$ cat config.mk
export PLATFORM = sky130hd
export DESIGN_NAME = dmem_arbiter
export DESIGN_NICKNAME = d
export VERILOG_FILES = /design/src/rtl/dmem_arb_pkg.sv /design/src/rtl/dmem_arbiter_rr_arb2.sv /design/src/rtl/dmem_arbiter.sv
export SDC_FILE = /design/constraint.sdc
export NUM_CORES = 1
export LEC_CHECK = 0
export CAP_MARGIN = 20
export CORE_AREA = 2 2 117 119
export DETAILED_ROUTE_END_ITERATION = 10
export DIE_AREA = 0 0 119 121
export PLACE_DENSITY = 0.81
export SLEW_MARGIN = 30
export SYNTH_ARGS = -nofsm -noshare
export SYNTH_HDL_FRONTEND = slang
export SYNTH_SLANG_ARGS = --single-unit
$ cat constraint.sdc
create_clock -name clk -period 4.11 [get_ports clk]
set_clock_uncertainty 0.1 [all_clocks]
set_input_delay 0.411 -clock clk [delete_from_list [all_inputs] [get_ports clk]]
set_output_delay 0.411 -clock clk [all_outputs]
set_load 0.05 [all_outputs]
$ cat src/rtl/dmem_arb_pkg.sv
// rtl/dmem_arb_pkg.sv - shared state encoding and master indices for dmem_arbiter
package dmem_arb_pkg;

  typedef enum logic [1:0] {
    IDLE   = 2'd0,
    ACCESS = 2'd1,
    RESP   = 2'd2
  } state_t;

  localparam logic M_CPU = 1'b0;
  localparam logic M_DBG = 1'b1;

endpackage

$ cat src/rtl/dmem_arbiter_rr_arb2.sv
// rtl/dmem_arbiter_rr_arb2.sv - two-way round-robin pick, combinational
module rr_arb2
  import dmem_arb_pkg::*;
(
  input  logic [1:0] req,
  input  logic       last,
  output logic       valid,
  output logic       winner
);

  // A lone requester wins; on a tie the master that did not win last time goes.
  always_comb begin
    valid  = |req;
    winner = M_CPU;
    case (req)
      2'b01:   winner = M_CPU;
      2'b10:   winner = M_DBG;
      2'b11:   winner = ~last;
      default: winner = M_CPU;
    endcase
  end

endmodule

$ cat src/rtl/dmem_arbiter.sv
// rtl/dmem_arbiter.sv - two-master round-robin arbiter in front of Data_Memory
module dmem_arbiter
  import dmem_arb_pkg::*;
#(
  parameter int ADDR_W = 32,
  parameter int DATA_W = 32
) (
  input  logic              clk,
  input  logic              arst,
  input  logic              m0_req,
  input  logic              m0_we,
  input  logic [ADDR_W-1:0] m0_addr,
  input  logic [DATA_W-1:0] m0_wdata,
  output logic              m0_gnt,
  output logic              m0_rvalid,
  output logic [DATA_W-1:0] m0_rdata,
  input  logic              m1_req,
  input  logic              m1_we,
  input  logic [ADDR_W-1:0] m1_addr,
  input  logic [DATA_W-1:0] m1_wdata,
  output logic              m1_gnt,
  output logic              m1_rvalid,
  output logic [DATA_W-1:0] m1_rdata,
  output logic              mem_we,
  output logic [ADDR_W-1:0] mem_addr,
  output logic [DATA_W-1:0] mem_wdata,
  input  logic [DATA_W-1:0] mem_rdata,
  output logic              busy
);

  state_t              state;
  logic                last_q;
  logic                owner_q;
  logic                we_q;
  logic [ADDR_W-3:0]   addr_q;
  logic [DATA_W-1:0]   wdata_q;
  logic [DATA_W-1:0]   rdata_q;
  logic [1:0]          rvalid_q;
  logic                busy_q;

  logic                arb_valid;
  logic                arb_winner;
  logic                accept;

  rr_arb2 u_rr_arb2 (
    .req    ({m1_req, m0_req}),
    .last   (last_q),
    .valid  (arb_valid),
    .winner (arb_winner)
  );

  // A new command can only be taken while the memory port is not in use,
  // and never in a reset cycle since nothing would be latched.
  assign accept = arb_valid && !arst && ((state == IDLE) || (state == RESP));

  assign m0_gnt    = accept && (arb_winner == M_CPU);
  assign m1_gnt    = accept && (arb_winner == M_DBG);

  // Low address bits are simply not stored, so misaligned requests land on
  // the enclosing word; addr/wdata stay visible between accesses.
  assign mem_addr  = {addr_q, 2'b00};
  assign mem_wdata = wdata_q;
  assign mem_we    = (state == ACCESS) && we_q && !arst;

  assign m0_rvalid = rvalid_q[0];
  assign m1_rvalid = rvalid_q[1];
  assign m0_rdata  = rdata_q;
  assign m1_rdata  = rdata_q;
  assign busy      = busy_q;

  // Access sequencer: latch a command, drive memory for one cycle, then respond.
  always_ff @(posedge clk) begin
    if (arst) begin
      state    <= IDLE;
      last_q   <= M_DBG;
      owner_q  <= M_CPU;
      we_q     <= 1'b0;
      addr_q   <= '0;
      wdata_q  <= '0;
      rdata_q  <= '0;
      rvalid_q <= 2'b00;
      busy_q   <= 1'b0;
    end else begin
      case (state)
        IDLE, RESP: begin
          rvalid_q <= 2'b00;
          if (arb_valid) begin
            owner_q <= arb_winner;
            last_q  <= arb_winner;
            if (arb_winner == M_DBG) begin
              we_q    <= m1_we;
              addr_q  <= m1_addr[ADDR_W-1:2];
              wdata_q <= m1_wdata;
            end else begin
              we_q    <= m0_we;
              addr_q  <= m0_addr[ADDR_W-1:2];
              wdata_q <= m0_wdata;
            end
            state  <= ACCESS;
            busy_q <= 1'b1;
          end else begin
            state  <= IDLE;
            busy_q <= 1'b0;
          end
        end
        ACCESS: begin
          if (!we_q) begin
            rdata_q <= mem_rdata;
          end
          rvalid_q <= (owner_q == M_DBG) ? 2'b10 : 2'b01;
          state    <= RESP;
          busy_q   <= 1'b1;
        end
        default: begin
          rvalid_q <= 2'b00;
          state    <= IDLE;
          busy_q   <= 1'b0;
        end
      endcase
    end
  end

endmodule

# Word-level counts from Yosys, hierarchy flattened
# Cells that the tools add are included.
# totals
reg_bits,102
out_inout_bits,134
wordCells,40
input_bits,166
# op_classes
n_eq_ne,4
bitwise,4
muxes,9
reduce_logical,14
# op_table
operator,n
2-to-1 mux 32 bit,1
2-to-1 mux 30 bit,1
"== test 2 bit, second input constant",3
logical AND 1 bit,6
OR reduction 2 bit,3
NOT 1 bit,4
case mux 1 bit (2 select lines),2
case mux 2 bit (2 select lines),1
AND reduction 2 bit,2
2-to-1 mux 1 bit,3
"== test 2 x 1 -> 1 bit, second input constant",1
zero test 2 bit,1
2-to-1 mux 2 bit,1
zero test 1 bit,1
logical OR 1 bit,1

# Depth between registers and ports, before layout
# depth
ltp_word,4
ltp_mapped,5
mapped_depth_nobuf,3

# Cells and area by module
# From an unflattened synthesis, not the netlist that was laid out.
# hier_totals
cells_unflattened,482
area_unflattened_um2,4540.6
# modules_own_cells
mod,area_per_inst_um2,cells_per_inst,seq_area_each_um2,n_inst
dmem_arbiter,4526.8,480,2042.0,1
rr_arb2,13.8,2,0.0,1

# Worst setup path after synthesis
# Ideal clock, no wire load.
# synth_timing
kind,input port to output port
from,input arst
to,output m1_gnt
n_path_buf,2
t_arrival_ns,1.943
path_stages,3
path_slack_ns,1.656
t_required_ns,3.599
path_cell_list,clkbuf_1 buf_1 nor3_1
# synth_via
elab_chain_len,4
# synth_rtl
element,line_no,text
start: declaration,dmem_arbiter.sv:9,"input logic arst,"
zero test 1 bit,dmem_arbiter.sv:54,assign accept = arb_valid && !arst && ((state == IDLE) || (state == RESP));
logical AND 1 bit (2 in a row),dmem_arbiter.sv:54,
logical AND 1 bit,dmem_arbiter.sv:57,assign m1_gnt = accept && (arb_winner == M_DBG);
end: declaration,dmem_arbiter.sv:21,"output logic m1_gnt,"
# No other way between the ends.

# Worst setup path after layout
# layout_timing
from,input m1_req
to,output m1_gnt
# layout_via
elab_chain_len,4
word_cells_on_any_way,7
cone_classes,eq/ne (2); mux (1); reduce/logical (4)
# layout_rtl
element,line_no,text
start: declaration,dmem_arbiter.sv:17,"input logic m1_req,"
branches (longest 3 deep; another with == test 2 bit),-,
logical AND 1 bit *,dmem_arbiter.sv:57,
# Every way passes the cells marked *.

==> impl_metrics.ini <==
[global_route]
grt_pass1_vias = 4803
grt_pass1_wl_um = 23900
grt_usage = 0.208
grt_antenna_before_repair = 0
grt.overflow.total = 0
grt_max_degree = 65

[synth]
synth-edff-count = 0
synth_largest_area_cell = dfxtp_1
yosysUniqueCellTypes = 29
yosys-top-cells-count = 127 x nand2_1, 102 x dfxtp_1, 66 x nor2_1
synth_area_leaders = dfxtp_1 41%, a211oi_2 15%, a21oi_2 10%
netlist_area_um2 = 4980
async_flop_share = 0
yosysMostFrequentCell = nand2_1
synthFlopType = dfxtp_1
synth_area_per_cell_um2 = 9.04
synthCells = 551
ys_warn_count = 0
synth_top_area_frac = 0.410
synth_seq_cells = 102
yosysSeqAreaShare = 0.410

[placement]
dp_hpwl_um = 10900
routabilityCongestion = 0.787
port_buffers = 293

[timing]
maxSlewHeadroom = 0.497
hold_viol = 0
fin_tns_setup_ns = 0
setup_violations = 0
rsz0062_at_grt = false
post-route-period-util = 0.679
drv_slew = 0
worst_slew_pin_slew_ns = 0.755
min_period_ns = 2.79
fmax_mhz = 358

[route]
drt-vias-per-instance = 4.91
drtIter0Drc = 225
wl_per_cell_um = 15.7
wirelength_um = 15100
vias = 4736
postRouteAntennaNets = 0
drcViolationCount = 0
first_pass_iters = 6

[cells_and_area]
num_antenna_cells = 0
fin_nets = 950
fillers = 1078
area_growth_syn_to_layout_pct = 59.8
layout-drive-gt1-share = 0.189
multi_input_area_um2 = 2350
regArea_um2 = 2040

[clocking]
clk_latency_ns = 0.35
ctsHoldBuffers = 0
htreeDepth = 3
clk_path_buf_depth = 2
cts_buffers = 9
cts_resized = 0
postCtsSetupRepairBufs = 0
cts_sinks = 102
clk_pin_slew_worst_paths_ns = 0.07
cts_root_buffer = clkbuf_16
cts_tree = yes

[die]
core_area_um2 = 13100
fp-row-count = 42
dieHeight_um = 121
io_pins = 300
dieArea_um2 = 14400
start_util = 0.381
die_x_um = 119

[setup_path]
crit_path_start_kind = primary input
critical_path_class = in2out
cp.arrival_ns = 2.28
crit_path_max_fanout = 5
ff2ff_path_depth = 5
worstPathRequired_ns = 3.60
endpoint_kind = output port

[worst_hold_path]
worstHoldPathCells = 1
hold_path.class = reg2reg

[pwr]
total_power_mw = 3.19
leakagePower_nw = 2.89
p_per_area_nw_per_um2 = 401
ir_worst_vdd_mv = 0.232

[job]
maxCapViolCount = 0

[run_status]
status = completed
## metal layers
metal  vias to the layer above  global-route usage  part of all wire
li1                       2280                   -                 -
met1                      2235               0.234              0.40
met2                       203               0.361              0.51
met3                        18              0.0653             0.080
met4                         0              0.0923             0.019
met5                         -                   0                 0
## per-stage QoR
stage,hold slack [ns],cell area (um^2),setup WS (ns),util,instances
after floorplan,0.306,4980,1.66,-,552
after global placement,0.337,7610,1.32,0.582,948
after detailed placement,0.352,7620,1.30,0.583,949
after CTS,0.365,7960,1.29,0.608,965
after global routing,0.387,7960,1.24,0.608,965
final,0.359,7960,1.32,0.608,965
## layout make-up
cell class | count | area share
inverters | 1 | 0.000472
repair buffers | 301 | 0.378
multi-input cells | 369 | 0.295
flip-flops and latches | 102 | 0.257
clock buffers | 9 | 0.0283
well taps | 176 | 0.0277
clock inverters | 7 | 0.0141
## critical path, cell delays in order
cell,delay (ns)
clkdlybuf4s50_1,0.59
a21bo_2,0.26
nor3_1,0.16
clkdlybuf4s50_1,0.85
## state kept, by name, summed over array words and instances (netlist names), 2 cells and up
register	cells
mem_wdata	32
state	2
rvalid_q	2
addr_q	30
m0_rdata	32
## cell families (layout without fill, tap and decap cells)
| family | count (synthesis) | in the layout | synth area share |
|---|---|---|---|
| buffers and inverters | 81 | 318 | 0.123 |
| flip-flops | 102 | 102 | 0.410 |
| AND/OR/NAND/NOR | 202 | 202 | 0.159 |
| AO/OA/AOI/OAI | 165 | 165 | 0.307 |
| other | 1 | 2 | 0.000753 |
## path summary, 6_finish.rpt
| path | endpoint | slack [ns] | from |
|---|---|---|---|
| worst max-delay path | m1_gnt | 1.32 | m1_req |
| worst min-delay path | rvalid_q[0] | 0.36 | owner_q |
| worst max register to register | addr_q[3] | 1.82 | state[0] |
| worst min register to register | rvalid_q[0] | 0.36 | owner_q |
## power by group
part           total, mW  switching [mW]  internal, mW
Clock              0.979           0.387         0.592
Sequential          1.13          0.0538          1.07
Combinational       1.08           0.660         0.424
## layout by cell type, fill, tap and decap left out
master	n
a211o_1	1
a211oi_1	4
a211oi_2	59
a21bo_2	1
a21boi_4	1
a21oi_1	36
a21oi_2	59
a2bb2oi_1	1
and2_1	2
buf_12	1
buf_4	7
buf_6	1
bufinv_16	3
clkbuf_16	9
clkdlybuf4s50_1	292
clkinv_2	3
clkinvlp_4	1
conb_1	2
dfxtp_1	102
inv_1	1
nand2_1	127
nand2b_1	1
nor2_1	66
nor3_1	2
nor3b_1	1
nor3b_4	1
o21ai_0	1
o21ba_2	1
o21bai_4	1
or3b_1	1
or3b_2	1
No activity file was read; power rests on OpenSTA's default activity.
